### config.mk
export PLATFORM = sky130hd
export DESIGN_NAME = cnt_ctrl
export DESIGN_NICKNAME = d
export VERILOG_FILES = /design/src/rtl/cnt_ctrl.sv
export SDC_FILE = /design/constraint.sdc
export NUM_CORES = 1
export LEC_CHECK = 0
export ABC_AREA = 1
export CAP_MARGIN = 20
export CORE_UTILIZATION = 48
export CTS_CLUSTER_SIZE = 14
export DETAILED_ROUTE_END_ITERATION = 10
export PLACE_DENSITY_LB_ADDON = 0.3
export SETUP_SLACK_MARGIN = 0.15
export SYNTH_ARGS = -nofsm -noshare
export SYNTH_HDL_FRONTEND = slang
export SYNTH_SLANG_ARGS = --single-unit
### constraint.sdc
create_clock -name sys_clk -period 2.35 [get_ports sys_clk]
set_clock_uncertainty 0.15 [all_clocks]
set_input_delay 0.47 -clock sys_clk [delete_from_list [all_inputs] [get_ports sys_clk]]
set_output_delay 0.47 -clock sys_clk [all_outputs]
set_load 0.005 [all_outputs]
### src/rtl/cnt_ctrl.sv
// cnt_ctrl: 64-bit free-running timer with power-of-two prescaler,
// byte-maskable word writes and an optional debug-halt state.
// Optional feature macro: CNT_HALT_EN (enables the HALTED state,
// halt_req handling and halt_ack; without it halt_ack is tied to 0).
module cnt_ctrl (
    input  logic        sys_clk,
    input  logic        sys_rst,
    input  logic        timer_en,
    input  logic        div_en,
    input  logic [3:0]  div_val,
    input  logic        halt_req,
    output logic        halt_ack,
    input  logic        tdr0_wr_sel,
    input  logic        tdr1_wr_sel,
    input  logic [31:0] wdata,
    input  logic [3:0]  pstrb,
    output logic [63:0] cnt,
    output logic        cnt_tick
);

`ifdef CNT_HALT_EN
    typedef enum logic [1:0] {IDLE = 2'd0, RUN = 2'd1, HALTED = 2'd2} state_t;
`else
    typedef enum logic [1:0] {IDLE = 2'd0, RUN = 2'd1} state_t;
`endif

    state_t      r_state;
    logic [7:0]  r_pre;
    logic [3:0]  r_div_val_q;
    logic        r_div_en_q;
    logic [63:0] r_cnt;
    logic        r_tick;

    logic        w_halt;
    logic [3:0]  w_dv_eff;
    logic [8:0]  w_span;
    logic        w_term;
    logic        w_cfg_chg;
    logic        w_run_edge;
    logic        w_inc;
    logic        w_wr;

    // Replace the bytes of a word selected by the byte strobes
    function automatic logic [31:0] byte_merge(input logic [31:0] old_w,
                                               input logic [31:0] new_w,
                                               input logic [3:0]  strb);
        logic [31:0] res;
        res = old_w;
        for (int b = 0; b < 4; b++) begin
            if (strb[b]) res[b*8 +: 8] = new_w[b*8 +: 8];
        end
        return res;
    endfunction

`ifdef CNT_HALT_EN
    logic r_halt_ack;
    assign w_halt   = halt_req;
    assign halt_ack = r_halt_ack;
`else
    logic w_unused_halt;
    assign w_unused_halt = halt_req;
    assign w_halt        = 1'b0;
    assign halt_ack      = 1'b0;
`endif

    // Exponents above 8 saturate so the 8-bit prescaler never overflows its span
    assign w_dv_eff  = (div_val > 4'd8) ? 4'd8 : div_val;
    assign w_span    = (9'd1 << w_dv_eff) - 9'd1;
    assign w_term    = !div_en || (w_dv_eff == 4'd0) || (r_pre == w_span[7:0]);
    assign w_cfg_chg = (div_val != r_div_val_q) || (div_en != r_div_en_q);

    // A counting edge is one where the FSM stays in RUN; edges that leave RUN
    // neither advance the prescaler nor the counter, so every increment gets its
    // tick while still in RUN and a halt loses or adds no tick.
    assign w_run_edge = (r_state == RUN) && timer_en && !w_halt;
    assign w_inc      = w_run_edge && w_term;
    assign w_wr       = tdr0_wr_sel || tdr1_wr_sel;

    // Control FSM with registered halt acknowledge
    always_ff @(posedge sys_clk) begin
        if (sys_rst) begin
            r_state <= IDLE;
`ifdef CNT_HALT_EN
            r_halt_ack <= 1'b0;
`endif
        end else begin
            case (r_state)
                IDLE: begin
`ifdef CNT_HALT_EN
                    if (w_halt) begin
                        r_state    <= HALTED;
                        r_halt_ack <= 1'b1;
                    end else
`endif
                    if (timer_en) r_state <= RUN;
                end
                RUN: begin
`ifdef CNT_HALT_EN
                    if (w_halt) begin
                        r_state    <= HALTED;
                        r_halt_ack <= 1'b1;
                    end else
`endif
                    if (!timer_en) r_state <= IDLE;
                end
`ifdef CNT_HALT_EN
                HALTED: begin
                    if (!halt_req) begin
                        r_halt_ack <= 1'b0;
                        r_state    <= timer_en ? RUN : IDLE;
                    end
                end
`endif
                default: begin
                    r_state <= IDLE;
`ifdef CNT_HALT_EN
                    r_halt_ack <= 1'b0;
`endif
                end
            endcase
        end
    end

    // Remember the prescale configuration so a change can restart the prescaler
    always_ff @(posedge sys_clk) begin
        r_div_val_q <= div_val;
        r_div_en_q  <= div_en;
    end

    // Prescaler: cleared when idle/disabled/reconfigured, held otherwise
    always_ff @(posedge sys_clk) begin
        if (sys_rst) begin
            r_pre <= 8'd0;
        end else if ((r_state == IDLE) || !div_en || w_cfg_chg) begin
            r_pre <= 8'd0;
        end else if (w_run_edge) begin
            r_pre <= w_term ? 8'd0 : r_pre + 8'd1;
        end
    end

    // Counter: writes win over increments; tick marks each real increment
    always_ff @(posedge sys_clk) begin
        if (sys_rst) begin
            r_cnt  <= 64'd0;
            r_tick <= 1'b0;
        end else begin
            r_tick <= w_inc && !w_wr;
            if (w_wr) begin
                if (tdr0_wr_sel) r_cnt[31:0]  <= byte_merge(r_cnt[31:0], wdata, pstrb);
                if (tdr1_wr_sel) r_cnt[63:32] <= byte_merge(r_cnt[63:32], wdata, pstrb);
            end else if (w_inc) begin
                r_cnt <= r_cnt + 64'd1;
            end
        end
    end

    assign cnt      = r_cnt;
    assign cnt_tick = r_tick;

endmodule

# == Word-level counts from Yosys, hierarchy flattened ==
# Cells that the tools add are included.
# op_classes
n_shift,1
n_eq_ne,12
n_addsub,3
magnitude_cmp,1
n_reduce_logical,24
n_mux,13
# op_table
op,n
$mux W64,2
$add A64 B1 Y64 const B,1
$mux W32,2
$mux W8,5
$reduce_and A3 Y1,8
$ne A2 B2 Y1 const B,8
$add A8 B1 Y8 const B,1
$eq A8 B8 Y1,1
$shl A1 B4 Y8 const A,1
$sub A8 B1 Y8 const B,1
$logic_or A1 B1 Y1,6
$gt A4 B4 Y1 const B,1
$logic_not A4 Y1,1
$mux W2,2
$mux W4,1
$ne A4 B4 Y1,1
$pmux W2 S2,1
$logic_and A1 B1 Y1,3
$eq A2 B1 Y1 const B,1
$logic_not A1 Y1,2
$logic_not A2 Y1,1
$reduce_and A2 Y1,1
$reduce_bool A2 Y1,1
$reduce_or A2 Y1,1
$ne A1 B1 Y1,1
# word_totals
output_inout_bits,66
register_bits,80
inputBits,47
word_cells,67

# == Longest topological paths before layout ==
# Gate-level depths: netlist of the first run.
# depth
word_depth,9
ltp_mapped,19
mapped_depth_nobuf,18

# == Worst setup path after synthesis of the first run ==
# OpenSTA, ideal clock, no wires.
# synth_path
path_type,input port to flip-flop
from,input div_val[0]
to,"register r_cnt[39], in the netlist cnt[39]"
setup_ns,0.115
t_arrival_ns,2.195
n_path_buf,2
required_ns,2.085
setup_slack_ns,-0.110
path_stages,18
cell_sequence,nor2_1 > nand2_1 > ha_1 > inv_1 > nand2_1 > nand2_1 > nor2_1 > nand2_1 > nor2_1 > nand2_1 > nor2_1 > nand2_1 > nand2_1 > nand3_1 > buf_4 > buf_2 > a21oi_1 > nor2_1
# synth_between
elab_chain_len,9
elab_cells_between_ends,11
cone_classes,1 x add/sub; 1 x order compare; 1 x eq/ne; 1 x shift; 1 x mux; 6 x reduce/logical
# synth_lines
item,line,source
from (decl),10,"input logic [3:0] div_val,"
$gt A4 B4 Y1,67,assign w_dv_eff = (div_val > 4'd8) ? 4'd8 : div_val;
$mux W4 *,67,
$shl A1 B4 Y8,68,assign w_span = (9'd1 << w_dv_eff) - 9'd1;
$sub A8 B1 Y8,68,
$eq A8 B8 Y1,69,assign w_term = !div_en || (w_dv_eff == 4'd0) || (r_pre == w_span[7:0]);
$logic_or A1 B1 Y1 *,69,
$logic_and A1 B1 Y1 *,76,assign w_inc = w_run_edge && w_term;
$reduce_bool A2 Y1 (no line) *,--,
$reduce_and A3 Y1 (no line) *,--,
to (signal assigned),150,"if (tdr1_wr_sel) r_cnt[63:32] <= byte_merge(r_cnt[63:32], wdata, pstrb);"
to (signal assigned),152,r_cnt <= r_cnt + 64'd1;
to (decl),31,logic [63:0] r_cnt;
# Every way passes the cells marked *; elsewhere a longest branch is shown, timed or not.
# A chain may end at the register's enable or synchronous reset.

# == Final worst setup path of the first run ==
# layout_path
from,input div_val[1]
to,"register r_cnt[54], in the netlist cnt[54]"
# Same word-level chain as after synthesis.

==> run metrics, run 1 <==
number of design-rule violations left by the first detailed-router iteration=866; Placed Cells=1396; cell area power density=488 mW/mm²; detailed-route DRC error count=0; total I/O pin count=around 110; fraction of the cycle the final worst path needs=103%; number of rows in the core area=40; initial antenna violation count=0; most area-hungry cell type in the Yosys netlist=dfxtp_1; worst setup slack for register-to-register paths=-0.01 ns; total die area=0.0130 mm²; x dimension of the die=114 µm; Final Hold Vio Count=0; multiplexer share of the synthesized area=0%; GRT Residual Overflow=0; initial core utilization=49.7%; area added between synthesis and finish=45.5%; final-stage net count=1312; Avg WL per Cell=~17 µm; f_max=just over 0.4 GHz; hold path endpoint=r_div_val_q[0]$_DFF_P_; count of synthesis-stage warnings from yosys=0; number of max-cap violations=0; pin count of the biggest net entering global routing=65; worst hold start=div_val[0]; final setup margin=-0.0603 ns; total vias in the final route=between 7000 and 8000; IO buf count=110; worst-skew pair later-pin latency=0.35 ns; result of the run=finished with violations; clock buffers created by TritonCTS=9; number of global-route vias before repair=7330; Worst-Margin Slew=around 0.9 ns; # H-tree levels=3; global-route usage over all layers=38.5%; number of instances in the synthesized netlist=1089; share of final-layout standard cells stronger than drive strength 1=15.3%; fin util=72.3%; share of Yosys cell area claimed by the top area cell type=between 20% and 30%; Top delay family on crit path=simple AND/OR/NAND/NOR gates; shortest period the worst path allows=approximately 2.4 ns; peak ir drop on the vdd network=0.000367 V; average via count per standard cell=5.52; crit path max-delay cell type=ha_4; highest net fanout along the worst path=8; R2R Path End=cnt[46]$_SDFFE_PP0P_; main combinational cell family by area after synthesis=simple AND/OR/NAND/NOR gates; worst path arrival time=2.50 ns; cell types with the largest area share after synthesis=dfxtp_1 26%, nand2_1 25%, nor2_1 12%; count of distinct cell types in the synthesized netlist=30; count of final max-slew check failures=0; synthesized netlist net count=1140; cell-by-cell trace of the critical path=buf_8 > nor2_4 > nand3_2 > ha_4 > inv_2 > nand2_1 > nand2_1 > nor2_2 > nand2_1 > nor2_2 > nand2_1 > nor2_1 > nand2_1 > nand2_2 > nand3_4 > buf_12 > buf_12 > buf_16 > a21oi_1 > nor2_1; startpoint of the lowest-slack register-to-register path=cnt[0]$_SDFFE_PP0P_; count of inserted antenna diode cells=0; HPWL after detailed placement=17300 µm; register area share after synthesis=26.2%; setup repair after global routing missed its margin=true; type of element launching the critical path=input port; clock input transition at the sequential cells of the worst setup and hold paths=0.06 ns; Final Routed Wirelength=roughly 25000 µm; number of nets with antenna violations after routing=0; drt pass-1 iters=7; Critical path buffers and inverters=5; most common cell after layout, fill and taps aside=nand2_1; critical path required time=2.44 ns; clock tree from TritonCTS=yes; critical path class=input port to flop; Avg Synthesized Cell Area=5.55 µm²; CTS root buf=clkbuf_16; class of the tightest hold or removal check=input port to flop; fraction of synthesized cell area in xor and xnor cells=approximately 6.5%; hold depth=1; count of placed standard cells in the final layout, fillers left out=1433; final setup vio count=16; die height=about 110 µm; most frequent cells in the layout=387 x nand2_1, 193 x nor2_1, 106 x clkdlybuf4s50_1; Final Total Pwr=4.29 mW; leakage dissipation=between 3 and 4 nW; max incr delay on CP=0.28 ns; flop and latch count out of synthesis=79; violations in the final reports=negative setup slack; tightest slew margin relative to the limit=39.7%; Synth Area in Adders=0.829%; cell with the most instances on the worst path=nand2_1; Critical Path Sink Type=flop; maximum buffer depth of the clock tree=2; first-pass GRT wire length=38300 µm; total core area=between 0.01 and 0.015 mm²; WHS=0.157 ns; cell depth of the worst flop-to-flop path=11; # clock sinks=79; simple-gate share of the synthesized area=49.2%; fraction of the mapped netlist area in compound gates=8.72%; RePlAce Congestion=1.02; netlist area before placement=0.00604 mm²
-- worst max-delay path by stage --
| stage | slack (ns) | start | endpoint | depth (start not counted) |
|---|---|---|---|---|
| finish | -0.06 | div_val[1] | cnt[54]$_SDFFE_PP0P_ | 20 |
| global route | -0.25 | div_val[1] | cnt[20]$_SDFFE_PP0P_ | 21 |
| CTS | -0.03 | div_val[3] | cnt[54]$_SDFFE_PP0P_ | 21 |
| detailed placement | -0.79 | div_val[3] | cnt[59]$_SDFFE_PP0P_ | 20 |
| global placement | -0.72 | div_val[1] | cnt[47]$_SDFFE_PP0P_ | 20 |
| floorplan | 0.04 | div_val[0] | cnt[12]$_SDFFE_PP0P_ | 18 |
-- cell families after synthesis --
group	after synthesis
flops	79
simple gates	737
fa+ha+maj	4
compound gates	100
other cells	1
buf+inv	123
xor+xnor	45
-- worst register-to-register path: stages (launching register included) --
cell and delay (ns):
dfxtp_1 0.33, ha_1 0.18, nand2_1 0.09, nor2_1 0.21, inv_1 0.12, nor3_2 0.39
nand3_1 0.28, xor2_1 0.21, nand2_1 0.06, nand2_1 0.05, a21oi_1 0.11, nor2_1 0.06
-- cell usage after synthesis --
library cell / instances
nand2_1: 406
nor2_1: 199
inv_1: 83
dfxtp_1: 79
nand3_1: 73
a21oi_1: 59
xor2_1: 40
nor3_1: 35
o21ai_0: 30
clkbuf_1: 18
nand4_1: 12
a21boi_0: 6
buf_1: 6
buf_2: 6
nand3b_1: 6
xnor2_1: 5
buf_6: 4
ha_1: 4
buf_4: 3
inv_2: 3
nand2_2: 2
o21a_1: 2
conb_1: 1
nor2_2: 1
nor3_2: 1
nor3b_1: 1
nor4_1: 1
o2111ai_1: 1
o21ai_1: 1
o31ai_1: 1
-- flip-flops by register name, indices dropped and copies added, names as in the netlist --
| register | flops |
|---|---|
| r_state | 1 |
| cnt | 64 |
| cnt_tick | 1 |
| r_div_val_q | 4 |
| r_div_en_q | 1 |
| r_pre | 8 |
-- power breakdown --
| group | internal [mW] | total [mW] | switching [mW] | leakage (nW) |
|---|---|---|---|---|
| clock | 0.955 | 1.54 | 0.582 | 0.149 |
| sequential | 1.45 | 1.57 | 0.123 | 0.651 |
| combinational | 0.579 | 1.19 | 0.608 | 2.96 |
-- timing repair --
item | 4_1_cts | 5_1_grt
gates cloned | 9 | 1
hold buffers | 0 | 0
buffers inserted | 10 | 3
setup endpoints to repair | 73 | 72
gates resized for setup | 87 | 28
pin swaps | 29 | 26
-- stage by stage --
stage	setup TNS, ns	instance area (µm²)	setup WS, ns
after detailed placement	-50.91	7750	-0.791
final	-0.565	8790	-0.0603
after global routing	-11.17	8790	-0.248
after global placement	-46.15	7750	-0.724
after floorplan	0	6110	0.0431
after CTS	-0.380	8650	-0.0339
-- layer usage --
| metal | up-vias | GRT usage (%) | routed length [µm] |
|---|---|---|---|
| met4 | 0 | 15.3 | 981 |
| met2 | 456 | 62.8 | 11000 |
| li1 | 3778 | - | - |
| met5 | - | 0 | 0 |
| met1 | 3594 | 49.4 | 10200 |
| met3 | 83 | 8.05 | 2360 |
-- cell type report --
class                   count  area (µm²)
clock buffers              12         246
clock inverters             3        67.6
fillers                  1010        3370
inverters                  86         323
multi-input cells         888        4330
flip-flops and latches     79        1580
well taps                 168         210
repair buffers            197        2030
No activity file was read; power rests on OpenSTA's default activity.
==> inputs of run 2 (changes only) <==
- TNS_END_PERCENT: unset -> 1
==> run metrics, run 2 (synthesized netlist as in run 1, its figures left out) <==
setup repair after global routing missed its margin=true; number of flip-flops under the largest register name=64 (unchanged); most common cell after layout, fill and taps aside=nand2_1; RePlAce Congestion=1.02 (+0.22%); total I/O pin count=113 (unchanged); Final Total Pwr=4.30 mW (+0.25%); count of inserted antenna diode cells=0 (unchanged); critical path required time=2.43 ns (about the same); tightest slew margin relative to the limit=50.2% (+11 points); Critical Path Sink Type=flop; result of the run=finished with violations; worst path arrival time=2.44 ns (-0.06 ns); worst-skew pair later-pin latency=0.35 ns (about the same); number of design-rule violations left by the first detailed-router iteration=814 (-6.0%); first-pass GRT wire length=36300 µm (-5.3%); # H-tree levels=3 (unchanged); Final Hold Vio Count=0 (unchanged); number of global-route vias before repair=7068 (-3.6%); total vias in the final route=7712 (-2.5%); maximum buffer depth of the clock tree=2 (unchanged); average via count per standard cell=5.41 (-2.0%); class of the tightest hold or removal check=input port to flop; total die area=0.0130 mm² (unchanged); count of final max-slew check failures=0 (unchanged); final setup margin=-0.00803 ns (+0.0523 ns); Final Cell Area=0.00853 mm² (-3.0%); number of max-cap violations=0 (unchanged); area added between synthesis and finish=41.2%; CTS root buf=clkbuf_16; most frequent cells in the layout=395 x nand2_1, 193 x nor2_1, 106 x clkdlybuf4s50_1; drt pass-1 iters=5 (-2); violations in the final reports=negative setup slack; clock input transition at the sequential cells of the worst setup and hold paths=0.06 ns (about the same); fraction of the cycle the final worst path needs=100% (-2.2 points); post-cts hold buffer count=0 (unchanged); placement-stage worst setup slack=-0.781 ns (+0.00962 ns); peak ir drop on the vdd network=0.000400 V (+8.8%); share of final-layout standard cells stronger than drive strength 1=12.8% (-2.5 points); Final TNS setup=-0.00803 ns (+0.557 ns); initial antenna violation count=0 (unchanged); Final Routed Wirelength=23500 µm (-4.2%); number of rows in the core area=40 (unchanged); clock buffers created by TritonCTS=9 (unchanged); Worst-Margin Slew=0.745 ns (-0.158 ns); # fillers=1128 (+12%); HPWL after detailed placement=17300 µm (+0.17%); f_max=0.424 GHz (+2.2%); x dimension of the die=114 µm (unchanged); clock tree from TritonCTS=yes; highest net fanout along the worst path=15 (+7); leakage dissipation=3.66 nW (-2.8%); die height=114 µm (unchanged); pin count of the biggest net entering global routing=65 (unchanged); IO buf count=110 (unchanged); global-route usage over all layers=36.4% (-2.1 points); # clock sinks=79 (unchanged); critical path class=input port to flop; shortest period the worst path allows=2.36 ns (-0.0523 ns); type of element launching the critical path=input port; number of nets with antenna violations after routing=0 (unchanged); initial core utilization=49.7% (unchanged); GRT Residual Overflow=0 (unchanged); final setup vio count=1 (-15); cell area after placement=0.00774 mm² (-0.19%); total core area=0.0122 mm² (unchanged); cell area power density=505 mW/mm² (+3.3%); Avg WL per Cell=16.5 µm (-3.7%); final-stage net count=1305 (-0.53%); detailed-route DRC error count=0 (unchanged)
run 2: timing repair:
item | in CTS | in global routing
buffers inserted | 12 | 0
pin swaps | 31 | 26
endpoints found under the setup margin | 72 | 65
gates cloned | 3 | 1
gates resized for setup | 66 | 22
run 2: stage by stage:
step,hold WS (ns),cells,util (%)
final,0.197,1426,70.1
after floorplan,0.320,1089,-
after global routing,0.191,1426,70.1
after CTS,0.200,1425,69.2
after detailed placement,0.361,1395,63.6
after global placement,0.345,1395,63.6
run 2: area by class of cell:
class,count,area (µm²),area share [%]
well taps,168,210,2.46
clock inverters,4,95.1,1.11
multi-input cells,887,4220,49.4
clock buffers,11,233,2.73
inverters,86,323,3.78
repair buffers,191,1870,22.0
flip-flops and latches,79,1580,18.5
run 2: final timing paths:
| check | startpoint | endpoint | slack (ns) | depth (start not counted) |
|---|---|---|---|---|
| max | div_val[1] | cnt[25]$_SDFFE_PP0P_ | -0.008 | 19 |
| min | div_val[0] | r_div_val_q[0]$_DFF_P_ | 0.20 | 2 |
| max reg2reg | cnt[38]$_SDFFE_PP0P_ | cnt[42]$_SDFFE_PP0P_ | 0.03 | 10 |
| min reg2reg | r_pre[0]$_SDFFE_PP0P_ | r_pre[0]$_SDFFE_PP0P_ | 0.37 | 2 |
run 2: layer usage:
metal / vias up / GRT usage, % / share of wire, %
met3: 67 / 6.09 / 8.3
met1: 3499 / 47.4 / 43
li1: 3764 / - / -
met2: 382 / 59.2 / 45
met5: - / 0 / 0
met4: 0 / 16.1 / 3.7
run 2: critical path: stages:
cell and delay [ns]:
buf_6 0.11, nor2_4 0.12, nand2_2 0.09, ha_4 0.27
inv_2 0.03, nand2_2 0.06, nand2_2 0.04, nor2_1 0.08
nand2_1 0.06, nor2_1 0.09, nand2_1 0.05, nor2_1 0.08
nand2_1 0.08, nand2_2 0.09, nand3_4 0.13, buf_6 0.18
buf_12 0.15, a21oi_1 0.17, nor2_1 0.07
run 2: where the power goes:
group          leakage, nW  switching [mW]  total, mW  internal (mW)
Sequential           0.651           0.117       1.56           1.45
Clock                0.160           0.580       1.61           1.03
Combinational         2.85           0.576       1.13          0.551
Total                 3.66            1.27       4.30           3.03
==> inputs of run 3 (changes only) <==
- CORE_UTILIZATION: 48 -> 51
- DONT_BUFFER_PORTS: unset -> 1
==> run metrics, run 3 (synthesized netlist as in run 1, its figures left out) <==
leakage dissipation=2.96 nW (-19%); Final Routed Wirelength=21100 µm (-10%); detailed-route DRC error count=0 (unchanged); clock buffers created by TritonCTS=9 (unchanged); shortest period the worst path allows=2.30 ns (-0.0577 ns); Final Cell Area=0.00698 mm² (-18%); count of inserted antenna diode cells=0 (unchanged); IO buf count=0 (-100%); clock input transition at the sequential cells of the worst setup and hold paths=0.06 ns (about the same); number of nets with antenna violations after routing=0 (unchanged); total vias in the final route=6995 (-9.3%); number of design-rule violations left by the first detailed-router iteration=714 (-12%); clock tree from TritonCTS=yes; Final Hold Vio Count=0 (unchanged); number of rows in the core area=39 (-2.5%); critical path required time=2.45 ns (+0.02 ns); final setup margin=0.0497 ns (+0.0577 ns); initial core utilization=52.7% (+3.0 points); Int Power=2.70 mW (-11%); fraction of the cycle the final worst path needs=97.9% (-2.5 points); GRT Residual Overflow=0 (unchanged); most common cell after layout, fill and taps aside=nand2_1; global-route usage over all layers=34.0% (-2.4 points); RePlAce Congestion=0.993 (-2.6%); switching power as a share of total power=31.3% (+1.7 points); initial antenna violation count=0 (unchanged); first-pass GRT wire length=32900 µm (-9.2%); type of element launching the critical path=flop; maximum buffer depth of the clock tree=2 (unchanged); pin count of the biggest net entering global routing=65 (unchanged); WHS=0.0229 ns (-0.174 ns); tightest slew margin relative to the limit=49.9% (-0.36 points); final setup vio count=0 (-1); number of flip-flops under the largest register name=64 (unchanged); die height=111 µm (-2.9%); area added between synthesis and finish=15.6%; CTS root buf=clkbuf_16; final-stage net count=1164 (-11%); result of the run=finished clean; Worst-Margin Slew=0.752 ns (+0.00722 ns); most frequent cells in the layout=392 x nand2_1, 191 x nor2_1, 80 x inv_1; total I/O pin count=113 (unchanged); critical path class=flop to flop; Reg power frac=40.3% (+3.9 points); worst-skew pair later-pin latency=0.36 ns (about the same); HPWL after detailed placement=15900 µm (-8.1%); Avg WL per Cell=16.7 µm (+1.4%); setup repair after global routing missed its margin=true; portion of total power attributed to the clock network=40.1% (+2.6 points); count of placed standard cells in the final layout, fillers left out=1261 (-12%); P_sw=1.23 mW (-3.5%); fin util=60.9% (-9.2 points); Critical Path Sink Type=flop; # clock sinks=79 (unchanged); x dimension of the die=111 µm (-2.9%); cell area after placement=0.00643 mm² (-17%); total core area=0.0115 mm² (-5.7%); # H-tree levels=3 (unchanged); peak ir drop on the vdd network=0.000593 V (+48%); f_max=0.435 GHz (+2.5%); number of max-cap violations=0 (unchanged); share of final-layout standard cells stronger than drive strength 1=10.0% (-2.8 points); combinational fraction of design power=19.7% (-6.5 points); worst path arrival time=2.40 ns (-0.04 ns); cell area power density=562 mW/mm² (+11%); drt pass-1 iters=5 (unchanged); count of final max-slew check failures=0 (unchanged); highest net fanout along the worst path=5 (-10); placement-stage worst setup slack=-0.206 ns (+0.575 ns); total die area=0.0123 mm² (-5.8%); average via count per standard cell=5.55 (+2.6%); number of global-route vias before repair=6318 (-11%); Placed Cells=1240 (-11%); class of the tightest hold or removal check=input port to flop
==> run 3: changes by cell type in the layout (fill, tap and decap cells not counted), sizes merged <==
cell           delta
clkdlybuf4s50   -106
buf              -39
dlygate4sd3       +5
clkbuf            -2
clkinvlp          +2
bufinv            -1
inv               +1
==> run 3: final cells by class <==
cell class / count / area [µm²]
fill: 1155 / 4480
multi-input combinational: 887 / 4150
sequential: 79 / 1580
timing repair buffer: 50 / 417
inverter: 86 / 323
clock buffer: 10 / 239
tap: 143 / 179
clock inverter: 6 / 92.6
==> run 3: worst max-delay path, stage by stage (launching register included) <==
cell     delay [ns]
dfxtp_1        0.38
ha_1           0.20
nand2_1        0.09
nor2_1         0.10
buf_4          0.15
inv_1          0.07
nor3_2         0.31
nand3_1        0.25
xor2_1         0.20
nand2_1        0.07
nand2_1        0.05
a21oi_1        0.12
nor2_1         0.05
==> run 3: through the flow <==
stage	power, mW	TNS (ns)
2_1_floorplan	2.10	0
3_3_place_gp	2.31	-5.02
3_5_place_dp	2.32	-5.85
4_1_cts	3.90	0
5_1_grt	4.09	-0.368
6_report	3.93	0
==> run 3: final timing paths <==
check             slack, ns                  start                    end  depth (start not counted)
hold / removal         0.02                sys_rst    cnt_tick$_SDFF_PP0_                          1
hold reg to reg        0.36  r_pre[0]$_SDFFE_PP0P_  r_pre[0]$_SDFFE_PP0P_                          2
setup / recovery       0.05    cnt[0]$_SDFFE_PP0P_   cnt[46]$_SDFFE_PP0P_                         12
setup reg to reg       0.05    cnt[0]$_SDFFE_PP0P_   cnt[46]$_SDFFE_PP0P_                         12
==> run 3: power by group through the flow <==
stage          clock (mW)  sequential, mW  combinational (mW)
4_1_cts              1.59            1.58               0.732
3_5_place_dp            0            1.60               0.719
2_1_floorplan           0            1.57               0.526
3_3_place_gp            0            1.60               0.704
6_report             1.57            1.58               0.772
5_1_grt              1.63            1.59               0.868
==> run 3: what timing repair did <==
item                       CTS  global route
pin swaps                    0            17
resized for setup            1            44
buffers inserted             0             0
hold endpoints to repair     5             0
setup endpoints to repair   11            70
hold buffers                 5             0
==> run 3: per-layer routing <==
| metal | vias up | share of wire (%) | global-route usage, % |
|---|---|---|---|
| li1 | 3497 | - | - |
| met1 | 3142 | 43 | 44.8 |
| met2 | 312 | 45 | 54.0 |
| met3 | 44 | 9.2 | 7.98 |
| met4 | 0 | 2.9 | 12.2 |
| met5 | - | 0 | 0 |
